[src/rtl/pkt_stat_arbiter_pkg.sv]
// Shared definitions for the two-source packet-status arbiter: default
// geometry, source-index encoding and the drop-counter helper.
package pkt_arb_pkg;

  // Status beat: [15:0] length, [23:16] port.
  localparam int SW_DEFAULT    = 24;
  // Per-source FIFO depth in beats (power of two, at least 2).
  localparam int DEPTH_DEFAULT = 4;
  // Width of the per-source drop counters.
  localparam int DROP_CW       = 32;

  // Source index carried on axis_out_tid and kept as the round-robin pointer.
  typedef enum logic [0:0] {
    SRC0 = 1'b0,
    SRC1 = 1'b1
  } src_e;

  // Saturating increment: a counter parked at all-ones stays there.
  function automatic logic [DROP_CW-1:0] sat_inc(input logic [DROP_CW-1:0] v);
    if (v == {DROP_CW{1'b1}}) begin
      return v;
    end else begin
      return v + DROP_CW'(1);
    end
  endfunction

endpackage

[src/rtl/pkt_stat_arbiter_if.sv]
// Bundle of the two unstallable status sources and the AXI-Stream style
// output. The arbiter uses the slave view; the source/sink side uses master.
interface pkt_stat_arbiter_if
  import pkt_arb_pkg::*;
#(
  parameter int SW = SW_DEFAULT
);

  logic [SW-1:0] axis_in0_tdata;
  logic          axis_in0_tuser;
  logic          axis_in0_tvalid;
  logic [SW-1:0] axis_in1_tdata;
  logic          axis_in1_tuser;
  logic          axis_in1_tvalid;

  logic [SW-1:0] axis_out_tdata;
  logic          axis_out_tuser;
  logic          axis_out_tid;
  logic          axis_out_tvalid;
  logic          axis_out_tready;

  modport slave (
    input  axis_in0_tdata, axis_in0_tuser, axis_in0_tvalid,
    input  axis_in1_tdata, axis_in1_tuser, axis_in1_tvalid,
    input  axis_out_tready,
    output axis_out_tdata, axis_out_tuser, axis_out_tid, axis_out_tvalid
  );

  modport master (
    output axis_in0_tdata, axis_in0_tuser, axis_in0_tvalid,
    output axis_in1_tdata, axis_in1_tuser, axis_in1_tvalid,
    output axis_out_tready,
    input  axis_out_tdata, axis_out_tuser, axis_out_tid, axis_out_tvalid
  );

endinterface

[src/rtl/pkt_status_fifo.sv]
// Small show-ahead FIFO for status beats. The head word is visible on
// rd_data_o whenever the FIFO is not empty. A write to a full FIFO is
// still taken when the same cycle pops the head, since that slot frees
// up on the same edge.
module pkt_status_fifo #(
  parameter int W     = 25,
  parameter int DEPTH = 4
) (
  input  logic         clk,
  input  logic         reset,
  input  logic         wr_en_i,
  input  logic [W-1:0] wr_data_i,
  input  logic         rd_en_i,
  output logic [W-1:0] rd_data_o,
  output logic         full_o,
  output logic         empty_o
);

  localparam int AW = $clog2(DEPTH);

  // Pointers carry one extra wrap bit to tell full from empty.
  logic [W-1:0] mem_q [DEPTH];
  logic [AW:0]  wr_ptr_q;
  logic [AW:0]  wr_ptr_d;
  logic [AW:0]  rd_ptr_q;
  logic [AW:0]  rd_ptr_d;
  logic         do_wr_s;
  logic         do_rd_s;

  assign empty_o   = (wr_ptr_q == rd_ptr_q);
  assign full_o    = (wr_ptr_q[AW] != rd_ptr_q[AW]) &&
                     (wr_ptr_q[AW-1:0] == rd_ptr_q[AW-1:0]);
  assign do_rd_s   = rd_en_i & ~empty_o;
  assign do_wr_s   = wr_en_i & (~full_o | do_rd_s);
  assign rd_data_o = mem_q[rd_ptr_q[AW-1:0]];

  // Advance each pointer only when its side actually moves a beat.
  always_comb begin
    wr_ptr_d = wr_ptr_q;
    rd_ptr_d = rd_ptr_q;
    if (do_wr_s) begin
      wr_ptr_d = wr_ptr_q + (AW+1)'(1);
    end else begin
      wr_ptr_d = wr_ptr_q;
    end
    if (do_rd_s) begin
      rd_ptr_d = rd_ptr_q + (AW+1)'(1);
    end else begin
      rd_ptr_d = rd_ptr_q;
    end
  end

  // Pointer registers; reset empties the FIFO and drops anything queued.
  always_ff @(posedge clk or posedge reset) begin
    if (reset) begin
      wr_ptr_q <= {(AW+1){1'b0}};
      rd_ptr_q <= {(AW+1){1'b0}};
    end else begin
      wr_ptr_q <= wr_ptr_d;
      rd_ptr_q <= rd_ptr_d;
    end
  end

  // Storage array; contents are meaningless until covered by the pointers.
  always_ff @(posedge clk) begin
    if (do_wr_s) begin
      mem_q[wr_ptr_q[AW-1:0]] <= wr_data_i;
    end
  end

endmodule

[src/rtl/pkt_stat_arbiter.sv]
// Two-source status-beat arbiter. Each source feeds its own FIFO (the
// sources cannot be stalled, so beats hitting a full FIFO are counted and
// dropped). A single output register is refilled round-robin whenever it
// is empty or being consumed; there is no path from inputs to outputs that
// bypasses the FIFOs and the output register.
module pkt_stat_arbiter
  import pkt_arb_pkg::*;
#(
  parameter int SW    = SW_DEFAULT,
  parameter int DEPTH = DEPTH_DEFAULT
) (
  input  logic               clk,
  input  logic               reset,
  pkt_stat_arbiter_if.slave  bus,
  input  logic               drop_clear,
  output logic [DROP_CW-1:0] drop_count0,
  output logic [DROP_CW-1:0] drop_count1,
  output logic               overflow0,
  output logic               overflow1
);

  // Per-source FIFO plumbing; index 0/1 matches the source number.
  logic [1:0]   src_valid_s;
  logic [SW:0]  src_beat_s [2];
  logic [SW:0]  head_s [2];
  logic [1:0]   full_s;
  logic [1:0]   empty_s;
  logic [1:0]   rd_en_s;
  logic [1:0]   drop_s;

  // Arbitration and output stage.
  logic         load_s;
  logic         grant_vld_s;
  src_e         grant_src_s;
  logic [SW:0]  head_sel_s;

  logic         out_vld_q;
  logic         out_vld_d;
  logic [SW-1:0] out_data_q;
  logic [SW-1:0] out_data_d;
  logic         out_user_q;
  logic         out_user_d;
  src_e         out_tid_q;
  src_e         out_tid_d;
  src_e         last_grant_q;
  src_e         last_grant_d;

  // Drop accounting.
  logic [DROP_CW-1:0] cnt_q [2];
  logic [DROP_CW-1:0] cnt_d [2];
  logic [1:0]         ovf_q;
  logic [1:0]         ovf_d;

  assign src_valid_s   = {bus.axis_in1_tvalid, bus.axis_in0_tvalid};
  assign src_beat_s[0] = {bus.axis_in0_tuser, bus.axis_in0_tdata};
  assign src_beat_s[1] = {bus.axis_in1_tuser, bus.axis_in1_tdata};

  pkt_status_fifo #(
    .W     (SW + 1),
    .DEPTH (DEPTH)
  ) u_fifo0 (
    .clk       (clk),
    .reset     (reset),
    .wr_en_i   (src_valid_s[0]),
    .wr_data_i (src_beat_s[0]),
    .rd_en_i   (rd_en_s[0]),
    .rd_data_o (head_s[0]),
    .full_o    (full_s[0]),
    .empty_o   (empty_s[0])
  );

  pkt_status_fifo #(
    .W     (SW + 1),
    .DEPTH (DEPTH)
  ) u_fifo1 (
    .clk       (clk),
    .reset     (reset),
    .wr_en_i   (src_valid_s[1]),
    .wr_data_i (src_beat_s[1]),
    .rd_en_i   (rd_en_s[1]),
    .rd_data_o (head_s[1]),
    .full_o    (full_s[1]),
    .empty_o   (empty_s[1])
  );

  // The output register may take a new beat when it is empty or draining.
  assign load_s = ~out_vld_q | bus.axis_out_tready;

  // A beat is lost only if its FIFO is full and is not popped this cycle.
  assign drop_s = src_valid_s & full_s & ~rd_en_s;

  assign head_sel_s = (grant_src_s == SRC1) ? head_s[1] : head_s[0];

  // Pick a source: the lone non-empty one, or the one not served last time.
  always_comb begin
    grant_vld_s = 1'b0;
    grant_src_s = SRC0;
    if (!empty_s[0] && !empty_s[1]) begin
      grant_vld_s = 1'b1;
      grant_src_s = (last_grant_q == SRC0) ? SRC1 : SRC0;
    end else if (!empty_s[0]) begin
      grant_vld_s = 1'b1;
      grant_src_s = SRC0;
    end else if (!empty_s[1]) begin
      grant_vld_s = 1'b1;
      grant_src_s = SRC1;
    end else begin
      grant_vld_s = 1'b0;
      grant_src_s = SRC0;
    end
  end

  // Pop the granted FIFO only when its head is moving into the output.
  always_comb begin
    rd_en_s = 2'b00;
    if (load_s && grant_vld_s) begin
      case (grant_src_s)
        SRC0:    rd_en_s = 2'b01;
        SRC1:    rd_en_s = 2'b10;
        default: rd_en_s = 2'b00;
      endcase
    end else begin
      rd_en_s = 2'b00;
    end
  end

  // Next state of the output register and the round-robin pointer.
  always_comb begin
    out_vld_d    = out_vld_q;
    out_data_d   = out_data_q;
    out_user_d   = out_user_q;
    out_tid_d    = out_tid_q;
    last_grant_d = last_grant_q;
    if (load_s) begin
      out_vld_d = grant_vld_s;
      if (grant_vld_s) begin
        out_data_d   = head_sel_s[SW-1:0];
        out_user_d   = head_sel_s[SW];
        out_tid_d    = grant_src_s;
        last_grant_d = grant_src_s;
      end else begin
        out_data_d   = out_data_q;
        out_user_d   = out_user_q;
        out_tid_d    = out_tid_q;
        last_grant_d = last_grant_q;
      end
    end else begin
      out_vld_d = out_vld_q;
    end
  end

  // Output register; last_grant resets to SRC1 so source 0 wins first contention.
  always_ff @(posedge clk or posedge reset) begin
    if (reset) begin
      out_vld_q    <= 1'b0;
      out_data_q   <= {SW{1'b0}};
      out_user_q   <= 1'b0;
      out_tid_q    <= SRC0;
      last_grant_q <= SRC1;
    end else begin
      out_vld_q    <= out_vld_d;
      out_data_q   <= out_data_d;
      out_user_q   <= out_user_d;
      out_tid_q    <= out_tid_d;
      last_grant_q <= last_grant_d;
    end
  end

  // Drop counters and sticky flags; a clear strobe beats a same-cycle drop.
  always_comb begin
    for (int s = 0; s < 2; s++) begin
      cnt_d[s] = cnt_q[s];
      ovf_d[s] = ovf_q[s];
      if (drop_clear) begin
        cnt_d[s] = {DROP_CW{1'b0}};
        ovf_d[s] = 1'b0;
      end else if (drop_s[s]) begin
        cnt_d[s] = sat_inc(cnt_q[s]);
        ovf_d[s] = 1'b1;
      end else begin
        cnt_d[s] = cnt_q[s];
        ovf_d[s] = ovf_q[s];
      end
    end
  end

  // Drop accounting registers.
  always_ff @(posedge clk or posedge reset) begin
    if (reset) begin
      for (int s = 0; s < 2; s++) begin
        cnt_q[s] <= {DROP_CW{1'b0}};
      end
      ovf_q <= 2'b00;
    end else begin
      for (int s = 0; s < 2; s++) begin
        cnt_q[s] <= cnt_d[s];
      end
      ovf_q <= ovf_d;
    end
  end

  assign bus.axis_out_tvalid = out_vld_q;
  assign bus.axis_out_tdata  = out_data_q;
  assign bus.axis_out_tuser  = out_user_q;
  assign bus.axis_out_tid    = out_tid_q;

  assign drop_count0 = cnt_q[0];
  assign drop_count1 = cnt_q[1];
  assign overflow0   = ovf_q[0];
  assign overflow1   = ovf_q[1];

endmodule

[src/flat_wrapper.sv]
// flat-port wrapper written by rule: the top's interface ports become plain ports
module pkt_stat_arbiter_flat import pkt_arb_pkg::*;
#(
  parameter int SW    = SW_DEFAULT,
  parameter int DEPTH = DEPTH_DEFAULT
)
  (clk, reset, drop_clear, drop_count0, drop_count1, overflow0, overflow1, bus_axis_in0_tdata, bus_axis_in0_tuser, bus_axis_in0_tvalid, bus_axis_in1_tdata, bus_axis_in1_tuser, bus_axis_in1_tvalid, bus_axis_out_tready, bus_axis_out_tdata, bus_axis_out_tuser, bus_axis_out_tid, bus_axis_out_tvalid);
  pkt_stat_arbiter_if #(.SW(SW)) bus_i ();
  input  logic clk;
  input  logic reset;
  input  logic drop_clear;
  output logic [DROP_CW-1:0] drop_count0;
  output logic [DROP_CW-1:0] drop_count1;
  output logic overflow0;
  output logic overflow1;
  input wire logic [$bits(bus_i.axis_in0_tdata)-1:0] bus_axis_in0_tdata;
  input wire logic [$bits(bus_i.axis_in0_tuser)-1:0] bus_axis_in0_tuser;
  input wire logic [$bits(bus_i.axis_in0_tvalid)-1:0] bus_axis_in0_tvalid;
  input wire logic [$bits(bus_i.axis_in1_tdata)-1:0] bus_axis_in1_tdata;
  input wire logic [$bits(bus_i.axis_in1_tuser)-1:0] bus_axis_in1_tuser;
  input wire logic [$bits(bus_i.axis_in1_tvalid)-1:0] bus_axis_in1_tvalid;
  input wire logic [$bits(bus_i.axis_out_tready)-1:0] bus_axis_out_tready;
  output wire logic [$bits(bus_i.axis_out_tdata)-1:0] bus_axis_out_tdata;
  output wire logic [$bits(bus_i.axis_out_tuser)-1:0] bus_axis_out_tuser;
  output wire logic [$bits(bus_i.axis_out_tid)-1:0] bus_axis_out_tid;
  output wire logic [$bits(bus_i.axis_out_tvalid)-1:0] bus_axis_out_tvalid;
  assign bus_i.axis_in0_tdata = bus_axis_in0_tdata;
  assign bus_i.axis_in0_tuser = bus_axis_in0_tuser;
  assign bus_i.axis_in0_tvalid = bus_axis_in0_tvalid;
  assign bus_i.axis_in1_tdata = bus_axis_in1_tdata;
  assign bus_i.axis_in1_tuser = bus_axis_in1_tuser;
  assign bus_i.axis_in1_tvalid = bus_axis_in1_tvalid;
  assign bus_i.axis_out_tready = bus_axis_out_tready;
  assign bus_axis_out_tdata = bus_i.axis_out_tdata;
  assign bus_axis_out_tuser = bus_i.axis_out_tuser;
  assign bus_axis_out_tid = bus_i.axis_out_tid;
  assign bus_axis_out_tvalid = bus_i.axis_out_tvalid;
  pkt_stat_arbiter #(.SW(SW), .DEPTH(DEPTH)) u_core (.clk(clk), .reset(reset), .bus(bus_i), .drop_clear(drop_clear), .drop_count0(drop_count0), .drop_count1(drop_count1), .overflow0(overflow0), .overflow1(overflow1));
endmodule
[config.mk]
export PLATFORM = sky130hd
export DESIGN_NAME = pkt_stat_arbiter_flat
export DESIGN_NICKNAME = d
export VERILOG_FILES = /design/src/rtl/pkt_stat_arbiter_pkg.sv /design/src/rtl/pkt_stat_arbiter_if.sv /design/src/rtl/pkt_status_fifo.sv /design/src/rtl/pkt_stat_arbiter.sv /design/src/flat_wrapper.sv
export SDC_FILE = /design/constraint.sdc
export NUM_CORES = 1
export LEC_CHECK = 0
export ABC_AREA = 1
export BUFFER_PORTS_ARGS = -buffer_cell sky130_fd_sc_hd__buf_2
export CORE_AREA = 5 5 155 157
export CTS_CLUSTER_DIAMETER = 60
export CTS_CLUSTER_SIZE = 40
export DETAILED_ROUTE_END_ITERATION = 8
export DIE_AREA = 0 0 160 162
export GPL_TIMING_DRIVEN = 0
export PLACE_DENSITY_LB_ADDON = 0.08
export SYNTH_ARGS = -nofsm -noshare
export SYNTH_HDL_FRONTEND = slang
export SYNTH_HIERARCHICAL = 1
export SYNTH_SLANG_ARGS = --single-unit
[constraint.sdc]
create_clock -name clk -period 5.68 [get_ports clk]
set_clock_uncertainty 0.1 [all_clocks]
set_input_delay 0.284 -clock clk [delete_from_list [all_inputs] [get_ports clk]]
set_output_delay 0.284 -clock clk [all_outputs]
set_load 0.005 [all_outputs]
# Word-level counts from Yosys, hierarchy flattened
# Memory sizes are Yosys's and may differ from the RTL's.
# Index checks and enable logic that the tools add are counted.
# W data, S select, Z words.
# word_totals
ff_bits	106
ram_bits	200
wordCells	81
mem_count	2
# op_classes
n_addsub	6
n_eq_ne	10
muxes	23
bitwise	16
reduce_logical	11
# mem_list
name	depth	width	rd	rd_ports_with_merged_regs	wr	line	rtl
u_core.u_fifo0.mem_q	4	25	1	0	1	pkt_status_fifo.sv:22	logic [W-1:0] mem_q [DEPTH];
u_core.u_fifo1.mem_q	4	25	1	0	1	pkt_status_fifo.sv:22	
# op_table
cell	count
$mux W32	6
$add A32 B1 Y32 const B	2
$eq A32 B32 Y1 const B	2
$mux W25	1
$mux W1	14
$add A3 B1 Y3 const B	4
$eq A3 B3 Y1	2
$not A1 Y1	6
$reduce_and A2 Y1	3
$and A1 B1 Y1	4
$and A2 B2 Y2	2
$eq A2 B2 Y1	2
$logic_and A1 B1 Y1	4
$ne A2 B2 Y1 const B	2
$pmux W2 S2	1
$reduce_bool A2 Y1	2
$or A1 B1 Y1	3
$logic_not A1 Y1	2
$mux W2	1
$ne A1 B1 Y1	2
$not A2 Y2	1

# Depth between registers and ports, before layout
# Gate-level depths: netlist of run 1.
# depth
ltp_word	12
mapped_depth	17
mapped_depth_nobuf	16

# Hierarchy
# The synthesis of run 1 kept the hierarchy.
# modules_own_cells
module	n_inst	cells_each	area_each_um2
pkt_status_fifo	2	303	4167.7
pkt_stat_arbiter	1	824	5579.1

# Worst setup path before layout of run 1
# Ideal clock, no wire load.
# synth_timing
path_type	flip-flop to flip-flop
startpoint	register u_core.u_fifo0.rd_ptr_q[0]
endpoint	memory u_core.u_fifo0.mem_q[1][0] (enable)
setup_time_ns	0.407
arrival_time_ns	3.056
path_slack_ns	2.118
stages_incl_launch_ff	15
period_less_slack_ns	3.562
cell_sequence	dfrtp_1 > buf_6 > xnor2_4 > nand3_2 > inv_1 > nand2_1 > inv_1 > nor2_1 > nand2_1 > clkinv_1 > clkbuf_1 > inv_1 > nand4_4 > nand2_4 > nor2_1
# synth_between
elab_chain_len	12
# synth_rtl
element	line	rtl
from (decl)	pkt_status_fifo.sv:25	logic [AW:0] rd_ptr_q;
from (signal assigned)	pkt_status_fifo.sv:57	rd_ptr_q <= {(AW+1){1'b0}};
from (signal assigned)	pkt_status_fifo.sv:60	rd_ptr_q <= rd_ptr_d;
$eq A3 B3 Y1 (*)	pkt_status_fifo.sv:30	assign empty_o = (wr_ptr_q == rd_ptr_q);
net u_core.empty_s[0]	pkt_stat_arbiter.sv:27	logic [1:0] empty_s;
$logic_not A1 Y1	pkt_stat_arbiter.sv:98	if (!empty_s[0] && !empty_s[1]) begin
$logic_and A1 B1 Y1	pkt_stat_arbiter.sv:98	
$mux W1	pkt_stat_arbiter.sv:98	
$not A1 Y1	pkt_stat_arbiter.sv:117	case (grant_src_s)
$pmux W2 S2	pkt_stat_arbiter.sv:117	
$mux W2 (*)	pkt_stat_arbiter.sv:116	if (load_s && grant_vld_s) begin
net u_core.rd_en_s[0]	pkt_stat_arbiter.sv:28	logic [1:0] rd_en_s;
$and A1 B1 Y1 (*)	pkt_status_fifo.sv:33	assign do_rd_s = rd_en_i & ~empty_o;
$or A1 B1 Y1 (*)	pkt_status_fifo.sv:34	assign do_wr_s = wr_en_i & (~full_o | do_rd_s);
$and A1 B1 Y1 (*)	pkt_status_fifo.sv:34	
$mux W1 (*)	pkt_status_fifo.sv:66	if (do_wr_s) begin
$mux W1 (implied by the code) (*)	pkt_status_fifo.sv:67	mem_q[wr_ptr_q[AW-1:0]] <= wr_data_i;
to (decl)	pkt_status_fifo.sv:22	
# The timed path passes the listed nets; every way through them passes the cells marked *.

# Final worst setup path of run 1
# layout_timing
startpoint	register u_core.u_fifo0.rd_ptr_q[1]
endpoint	memory u_core.u_fifo0.mem_q[2][1] (enable)
# The elaborated chain is that of the path after synthesis.

==> results of run 1 <==
==> synth_stat cells, types with 8 or more instances <==
cell type / n
sky130_fd_sc_hd__buf_2: 18
sky130_fd_sc_hd__buf_6: 10
sky130_fd_sc_hd__clkbuf_1: 18
sky130_fd_sc_hd__dfrtp_1: 105
sky130_fd_sc_hd__edfxtp_1: 200
sky130_fd_sc_hd__ha_1: 12
sky130_fd_sc_hd__inv_1: 87
sky130_fd_sc_hd__nand2_1: 400
sky130_fd_sc_hd__nand2_2: 8
sky130_fd_sc_hd__nand3_1: 86
sky130_fd_sc_hd__nor2_1: 202
sky130_fd_sc_hd__nor2_2: 9
sky130_fd_sc_hd__o21ai_0: 139
sky130_fd_sc_hd__o22ai_1: 50
sky130_fd_sc_hd__xnor2_1: 14
sky130_fd_sc_hd__xor2_1: 14
==> metrics by stage <==
| stage | power, mW | utilization [%] | setup slack, ns | instance area, sq um |
|---|---|---|---|---|
| after floorplan | 4.48 | - | 2.12 | 13900 |
| after global placement | 5.22 | 67.1 | 0.828 | 15000 |
| after CTS | 7.33 | 74.7 | 1.87 | 16700 |
| final | 7.33 | 74.7 | 1.84 | 16700 |
| after global routing | 7.72 | 74.7 | 1.54 | 16700 |
| after detailed placement | 5.36 | 67.9 | 1.93 | 15200 |
==> cell type report <==
cell class | count | share of cell area [%]
Clock buffer | 25 | 3.62
Timing Repair Buffer | 208 | 8.55
Multi-Input combinational cell | 978 | 27.8
Tap cell | 285 | 2.13
Buffer | 51 | 1.74
Clock inverter | 19 | 2.16
Inverter | 95 | 2.21
Sequential cell | 306 | 51.8
==> worst max-delay path, cell delays in order (launching register included) <==
cell and delay (ns):
sky130_fd_sc_hd__dfrtp_1 0.37, sky130_fd_sc_hd__buf_6 0.16, sky130_fd_sc_hd__inv_6 0.06, sky130_fd_sc_hd__nand2_1 0.08, sky130_fd_sc_hd__nand2_2 0.10, sky130_fd_sc_hd__nand3_2 0.14
sky130_fd_sc_hd__inv_1 0.07, sky130_fd_sc_hd__nand2_1 0.07, sky130_fd_sc_hd__inv_1 0.04, sky130_fd_sc_hd__nor2_1 0.18, sky130_fd_sc_hd__nand2_1 0.12, sky130_fd_sc_hd__clkinv_1 0.17
sky130_fd_sc_hd__clkbuf_1 0.56, sky130_fd_sc_hd__inv_1 0.18, sky130_fd_sc_hd__nand4_4 0.17, sky130_fd_sc_hd__nand2_4 0.11, sky130_fd_sc_hd__nor2_2 0.63, sky130_fd_sc_hd__buf_16 0.24
==> cell families (layout without fill, tap and decap cells) <==
logic type | count (synthesis) | after routing | share of synthesized area, %
adder cells (fa/ha/maj) | 12 | 12 | 1.08
flip-flops | 306 | 306 | 62.2
AND/OR/NAND/NOR | 735 | 735 | 22.0
XOR/XNOR | 30 | 30 | 2.16
AO/OA/AOI/OAI | 201 | 201 | 7.75
buffers and inverters | 146 | 398 | 4.73
==> state kept, by name, indices dropped and copies added, names as in the netlist, 2 cells and up <==
| register | count |
|---|---|
| u_core/u_fifo1/wr_ptr_q | 3 |
| u_core/drop_count0 | 32 |
| u_core/u_fifo0/rd_ptr_q | 3 |
| u_core/drop_count1 | 32 |
| u_core/u_fifo0/mem_q | 100 |
| u_core/u_fifo1/rd_ptr_q | 3 |
| u_core/ovf_q | 2 |
| u_core/u_fifo0/wr_ptr_q | 3 |
| u_core/u_fifo1/mem_q | 100 |
| u_core/bus.axis_out_tdata | 24 |
==> power breakdown <==
| group | internal (mW) | switching (mW) |
|---|---|---|
| Sequential | 2.86 | 0.207 |
| Combinational | 0.754 | 1.59 |
| Clock | 0.907 | 1.01 |
==> path summary, 6_finish.rpt <==
kind,endpoint,slack [ns],cells past startpoint
hold reg to reg,u_core/bus.axis_out_tid,0.39,2
hold / removal,u_core/u_fifo0/wr_ptr_q[1],0.14,3
min in group clk,u_core/u_fifo0/mem_q[0][23],0.37,2
setup / recovery,u_core/u_fifo0/mem_q[2][1],1.84,17
setup reg to reg,u_core/u_fifo0/mem_q[2][1],1.84,17
max in group asynchronous,u_core/last_grant_q,4.57,4
==> layer usage <==
layer | global-route usage (%) | up-vias | share of wire, %
met3 | 4.11 | 69 | 7.2
met5 | 0 | - | 0
met1 | 34.7 | 5197 | 40
met4 | 8.80 | 0 | 3.3
met2 | 45.6 | 411 | 49
li1 | - | 5244 | -
==> flow_results.xml, run 1 <==
<?xml version="1.0" encoding="UTF-8"?>
<metrics>
  <group name="run_status">
    <metric name="outcome" unit="">finished clean</metric>
  </group>
  <group name="cells_and_area">
    <metric name="most_frequent_cells_in_the_layout" unit="">400 x sky130_fd_sc_hd__nand2_1, 200 x sky130_fd_sc_hd__edfxtp_1, 194 x sky130_fd_sc_hd__nor2_1</metric>
    <metric name="post_route_cells_drive_above_1_share" unit="%">16.5</metric>
    <metric name="final_common_cell" unit="">sky130_fd_sc_hd__nand2_1</metric>
    <metric name="num-nets-final" unit="">1732</metric>
    <metric name="area.growth.synth_to_final" unit="%">20.1</metric>
    <metric name="final_cell_count_no_fill" unit="">1967</metric>
    <metric name="area_occupied_by_multi_input_gates" unit="sq um">4640</metric>
    <metric name="diodes" unit="">0</metric>
    <metric name="layout.area.seq" unit="sq um">8660</metric>
    <metric name="num-fill-cells" unit="">1607</metric>
  </group>
  <group name="setup_path">
    <metric name="crit_path_end_kind" unit="">register</metric>
    <metric name="worst_ep_required_time" unit="ns">5.84</metric>
    <metric name="timing.critical_path.arrival" unit="ns">4.00</metric>
    <metric name="worst_reg2reg_path_startpoint" unit="">u_core/u_fifo0/rd_ptr_q[1]</metric>
    <metric name="timing.critical_path.from_type" unit="">register</metric>
    <metric name="timing.critical_path.from" unit="">u_core/u_fifo0/rd_ptr_q[1]</metric>
    <metric name="path_max_fanout" unit="">15</metric>
    <metric name="crit_type" unit="">reg2reg</metric>
  </group>
  <group name="clock_network">
    <metric name="cts_setup_buffers" unit="">0</metric>
    <metric name="ctsResizeCount" unit="">0</metric>
    <metric name="cts_hold_repair.buffers" unit="">55</metric>
    <metric name="clk_latency" unit="ns">0.56</metric>
    <metric name="worst_setup_hold_path_clk_slew" unit="ns">0.09</metric>
    <metric name="tritoncts" unit="">done</metric>
    <metric name="cts_inserted_buffers" unit="">24</metric>
    <metric name="cts_max_path_buffers" unit="">3</metric>
    <metric name="numClockSinks" unit="">306</metric>
    <metric name="ctsHtreeMaxLevel" unit="">1</metric>
    <metric name="clock_root_buffer_master" unit="">sky130_fd_sc_hd__clkbuf_16</metric>
  </group>
  <group name="global_routing">
    <metric name="grt_pass1_wl" unit="microns">55100</metric>
    <metric name="grt.overflow.total" unit="">0</metric>
    <metric name="maximum_number_of_pins_on_one_net_before_global_route_repair" unit="">65</metric>
    <metric name="grt_pass1_vias" unit="">10748</metric>
    <metric name="grt_antenna_before_repair" unit="">0</metric>
    <metric name="track_usage" unit="%">26.5</metric>
  </group>
  <group name="synth">
    <metric name="synth_enable_flop_cells" unit="">200</metric>
    <metric name="synth.cell_area" unit="sq um">13900</metric>
    <metric name="average_size_of_a_mapped_cell" unit="sq um">9.73</metric>
    <metric name="seq_area_frac_synth" unit="%">62.2</metric>
    <metric name="yosysWarnings" unit="">6</metric>
    <metric name="synth_async_sr_flop_share" unit="%">34.6</metric>
    <metric name="synth.net_count" unit="">1498</metric>
    <metric name="total_of_flip_flops_plus_latches_after_synthesis" unit="">306</metric>
    <metric name="synthDominantCellAreaShare" unit="%">43.2</metric>
    <metric name="cell_count_after_synthesis" unit="">1430</metric>
    <metric name="yosys-top-cells-area" unit="">sky130_fd_sc_hd__edfxtp_1 43%, sky130_fd_sc_hd__dfrtp_1 19%, sky130_fd_sc_hd__nand2_1 11%</metric>
    <metric name="postSynth.topFlopCell" unit="">sky130_fd_sc_hd__edfxtp_1</metric>
    <metric name="netlist-cell-type-count" unit="">37</metric>
    <metric name="post-synth-top-area-cell" unit="">sky130_fd_sc_hd__edfxtp_1</metric>
  </group>
  <group name="power_and_ir_drop">
    <metric name="ir_drop" unit="V">0.000349</metric>
    <metric name="power.density" unit="nW/um^2">439</metric>
    <metric name="total_leakage_power" unit="nW">6.90</metric>
  </group>
  <group name="routing">
    <metric name="total_vias_in_the_final_route" unit="">10921</metric>
    <metric name="routed_wire_length_per_instance" unit="microns">17.6</metric>
    <metric name="drt-vias-per-instance" unit="">5.55</metric>
    <metric name="drcViolationCount" unit="">0</metric>
    <metric name="ant_nets" unit="">0</metric>
    <metric name="drtPass1Iterations" unit="">7</metric>
    <metric name="wirelength" unit="microns">34600</metric>
    <metric name="dr.first_iter.drc_count" unit="">864</metric>
  </group>
  <group name="sta">
    <metric name="finalHoldViolCount" unit="">0</metric>
    <metric name="maxClockFrequency" unit="GHz">0.260</metric>
    <metric name="finalCritPeriodShare" unit="%">67.7</metric>
    <metric name="hold_ws" unit="ns">0.145</metric>
    <metric name="final_period_demand_of_the_worst_path" unit="ns">3.84</metric>
    <metric name="setup-tns-final" unit="ns">0</metric>
    <metric name="max_slew_margin" unit="%">40.9</metric>
    <metric name="timing.final.max_slew_violations" unit="">0</metric>
    <metric name="total_of_endpoints_with_negative_setup_slack_in_the_final_report" unit="">0</metric>
    <metric name="setup_repair_after_global_routing_missed_its_margin" unit="">false</metric>
    <metric name="timing_worst_slew_pin_value" unit="ns">0.885</metric>
  </group>
  <group name="place">
    <metric name="port-buffer-count" unit="">148</metric>
    <metric name="post-dp-hpwl" unit="microns">23400</metric>
    <metric name="placed_cells_incl_taps" unit="">1868</metric>
    <metric name="finalWeightedCongestion" unit="">0.869</metric>
  </group>
  <group name="floorplan">
    <metric name="floorplan.die_area" unit="sq um">25900</metric>
    <metric name="design.core.area" unit="sq um">22400</metric>
    <metric name="fp.dieW" unit="microns">160</metric>
    <metric name="initial_core_util" unit="%">62.2</metric>
    <metric name="top_level_ports" unit="">149</metric>
    <metric name="die-height" unit="microns">162</metric>
    <metric name="placementRows" unit="">55</metric>
  </group>
  <group name="flow_run">
    <metric name="max_capacitance_violation_count" unit="">0</metric>
  </group>
  <group name="min_path">
    <metric name="worst_hold_path_type" unit="">in2async</metric>
  </group>
</metrics>
Power figures use the tool's default switching activity.
==> run 2: changes to the inputs <==
- CORE_AREA: 5 5 155 157 -> 5 5 160 162
- DIE_AREA: 0 0 160 162 -> 0 0 165 167
- clock period: 5.68 -> 3.86 ns (I/O delays scaled with it)
==> run 2 against run 1 <==
Largest cell class unchanged. Largest power group unchanged. Count of clock-buffer cells in the layout up 6. Register-to-register slack got worse by 1.6 ns. Critical path depth is the same. Sequential share of layout area is 0.18 points lower.
==> flow_results.xml, run 2 (same netlist as run 1, synthesis figures left out) <==
<?xml version="1.0" encoding="UTF-8"?>
<metrics>
  <group name="routing">
    <metric name="drtPass1Iterations" unit="">6</metric>
    <metric name="ant_nets" unit="">0</metric>
    <metric name="routed_wire_length_per_instance" unit="microns">17.1</metric>
    <metric name="dr.first_iter.drc_count" unit="">1120</metric>
    <metric name="drt-vias-per-instance" unit="">5.41</metric>
    <metric name="total_vias_in_the_final_route" unit="">10905</metric>
    <metric name="wirelength" unit="microns">34500</metric>
    <metric name="drcViolationCount" unit="">0</metric>
  </group>
  <group name="place">
    <metric name="place_worst_setup_slack" unit="ns">0.0527</metric>
    <metric name="post-dp-hpwl" unit="microns">23500</metric>
    <metric name="placed_area" unit="sq um">15200</metric>
    <metric name="finalWeightedCongestion" unit="">0.902</metric>
    <metric name="port-buffer-count" unit="">148</metric>
  </group>
  <group name="clock_network">
    <metric name="clock_root_buffer_master" unit="">sky130_fd_sc_hd__clkbuf_16</metric>
    <metric name="worst_setup_hold_path_clk_slew" unit="ns">0.08</metric>
    <metric name="ctsHtreeMaxLevel" unit="">1</metric>
    <metric name="tritoncts" unit="">done</metric>
    <metric name="clk_latency" unit="ns">0.56</metric>
    <metric name="cts_max_path_buffers" unit="">3</metric>
    <metric name="cts_inserted_buffers" unit="">26</metric>
    <metric name="numClockSinks" unit="">306</metric>
  </group>
  <group name="floorplan">
    <metric name="fp.dieW" unit="microns">165</metric>
    <metric name="initial_core_util" unit="%">58.1</metric>
    <metric name="floorplan.die_area" unit="sq um">27600</metric>
    <metric name="top_level_ports" unit="">149</metric>
    <metric name="design.core.area" unit="sq um">24000</metric>
    <metric name="placementRows" unit="">57</metric>
    <metric name="die-height" unit="microns">167</metric>
  </group>
  <group name="setup_path">
    <metric name="crit_path_end_kind" unit="">register</metric>
    <metric name="timing.critical_path.from" unit="">u_core/u_fifo1/rd_ptr_q[1]</metric>
    <metric name="crit_type" unit="">reg2reg</metric>
    <metric name="timing.critical_path.from_type" unit="">register</metric>
    <metric name="worst_reg2reg_path_startpoint" unit="">u_core/u_fifo1/rd_ptr_q[1]</metric>
    <metric name="path_max_fanout" unit="">14</metric>
    <metric name="timing.critical_path.arrival" unit="ns">3.79</metric>
    <metric name="worst_ep_required_time" unit="ns">4.01</metric>
  </group>
  <group name="cells_and_area">
    <metric name="finalInstanceArea" unit="sq um">16800</metric>
    <metric name="final_core_utilization" unit="%">70.0</metric>
    <metric name="num-nets-final" unit="">1737</metric>
    <metric name="most_frequent_cells_in_the_layout" unit="">400 x sky130_fd_sc_hd__nand2_1, 200 x sky130_fd_sc_hd__edfxtp_1, 194 x sky130_fd_sc_hd__nor2_1</metric>
    <metric name="final_common_cell" unit="">sky130_fd_sc_hd__nand2_1</metric>
    <metric name="area_occupied_by_multi_input_gates" unit="sq um">4670</metric>
    <metric name="post_route_cells_drive_above_1_share" unit="%">16.9</metric>
    <metric name="layout.area.seq" unit="sq um">8660</metric>
    <metric name="num-fill-cells" unit="">1869</metric>
    <metric name="area.growth.synth_to_final" unit="%">20.5</metric>
  </group>
  <group name="sta">
    <metric name="max_slew_margin" unit="%">40.4</metric>
    <metric name="total_of_endpoints_with_negative_setup_slack_in_the_final_report" unit="">0</metric>
    <metric name="maxClockFrequency" unit="GHz">0.275</metric>
    <metric name="timing.final.max_slew_violations" unit="">0</metric>
    <metric name="finalWorstSetupSlack" unit="ns">0.220</metric>
    <metric name="final_period_demand_of_the_worst_path" unit="ns">3.64</metric>
    <metric name="setup_repair_after_global_routing_missed_its_margin" unit="">true</metric>
    <metric name="finalHoldViolCount" unit="">0</metric>
    <metric name="timing_worst_slew_pin_value" unit="ns">0.892</metric>
    <metric name="finalCritPeriodShare" unit="%">94.3</metric>
  </group>
  <group name="global_routing">
    <metric name="grt_pass1_vias" unit="">10616</metric>
    <metric name="grt.overflow.total" unit="">0</metric>
    <metric name="grt_pass1_wl" unit="microns">54600</metric>
    <metric name="maximum_number_of_pins_on_one_net_before_global_route_repair" unit="">57</metric>
    <metric name="grt_antenna_before_repair" unit="">1</metric>
    <metric name="track_usage" unit="%">24.8</metric>
  </group>
  <group name="min_path">
    <metric name="worst_hold_path_type" unit="">in2async</metric>
  </group>
  <group name="power_and_ir_drop">
    <metric name="ir_drop" unit="V">0.000480</metric>
    <metric name="power.density" unit="nW/um^2">642</metric>
    <metric name="total_leakage_power" unit="nW">6.93</metric>
  </group>
  <group name="run_status">
    <metric name="outcome" unit="">finished clean</metric>
  </group>
  <group name="flow_run">
    <metric name="max_capacitance_violation_count" unit="">0</metric>
  </group>
</metrics>
-- run 2: cell count changes in the layout (fill, tap and decap cells not counted), sizes merged --
cell,change
buf,+1
clkinvlp,-1
inv,+2
nor2,+1
diode,+1
clkbuf,+6
dlygate4sd3,+1
clkinv,-3
-- run 2: final cells by class --
type | instances | share of cell area, %
sequential | 306 | 51.6
multi-input combinational | 979 | 27.8
timing repair buffer | 210 | 8.45
clock buffer | 31 | 4.39
tap | 324 | 2.42
inverter | 95 | 2.20
buffer | 51 | 1.75
clock inverter | 17 | 1.30
antenna | 1 | 0.0149
-- run 2: timing repair --
action                                  in CTS  in global routing
buffers inserted                             0                  0
endpoints found under the setup margin       0                161
hold buffers                                56                  0
endpoints found under the hold margin      266                  0
gates resized for setup                      0                  8
-- run 2: path summary, 6_finish.rpt --
check                                               to  cells past startpoint  slack [ns]
min                         u_core/u_fifo1/rd_ptr_q[2]                      3         0.1
max reg2reg                u_core/u_fifo0/mem_q[2][14]                     17        0.22
min in group clk           u_core/u_fifo1/mem_q[2][14]                      2        0.27
max                        u_core/u_fifo0/mem_q[2][14]                     17        0.22
max in group asynchronous        u_core/drop_count0[1]                      4        2.76
min reg2reg                    u_core/bus.axis_out_tid                      2        0.39
-- run 2: worst max-delay path, cell delays in order, from the launching register on --
cell                       delay, ns
sky130_fd_sc_hd__dfrtp_1        0.37
sky130_fd_sc_hd__buf_6          0.17
sky130_fd_sc_hd__inv_6          0.06
sky130_fd_sc_hd__nand2_1        0.08
sky130_fd_sc_hd__nand2_2        0.10
sky130_fd_sc_hd__nand3_2        0.14
sky130_fd_sc_hd__inv_1          0.08
sky130_fd_sc_hd__nand2_1        0.06
sky130_fd_sc_hd__inv_1          0.04
sky130_fd_sc_hd__nor2_1         0.18
sky130_fd_sc_hd__nand2_1        0.11
sky130_fd_sc_hd__clkinv_1       0.17
sky130_fd_sc_hd__clkbuf_1       0.52
sky130_fd_sc_hd__inv_1          0.16
sky130_fd_sc_hd__nand4_4        0.17
sky130_fd_sc_hd__nand2_4        0.15
sky130_fd_sc_hd__nor2_4         0.42
sky130_fd_sc_hd__buf_8          0.24
-- run 2: stage by stage --
step,power (mW),setup TNS (ns),instances,hold slack (ns)
2_1_floorplan,6.59,0,1430,-0.116
6_report,10.8,0,2014,0.0956
3_3_place_gp,7.70,-197.21,1902,0.0546
5_1_grt,11.3,-0.210,2014,0.129
4_1_cts,10.8,0,2012,0.0770
3_5_place_dp,7.87,0,1908,0.0759
-- run 2: power by group --
group          switching (mW)  internal, mW  leakage (nW)
Combinational            2.32          1.10          3.22
Clock                    1.37          1.47         0.467
Sequential              0.285          4.21          3.24
Total                    3.97          6.78          6.93
-- run 2: routing by layer --
metal	part of all wire, %	track usage, %
met1	41	33.3
met2	49	41.5
met3	7.3	4.37
met4	2.8	7.31
met5	0	0
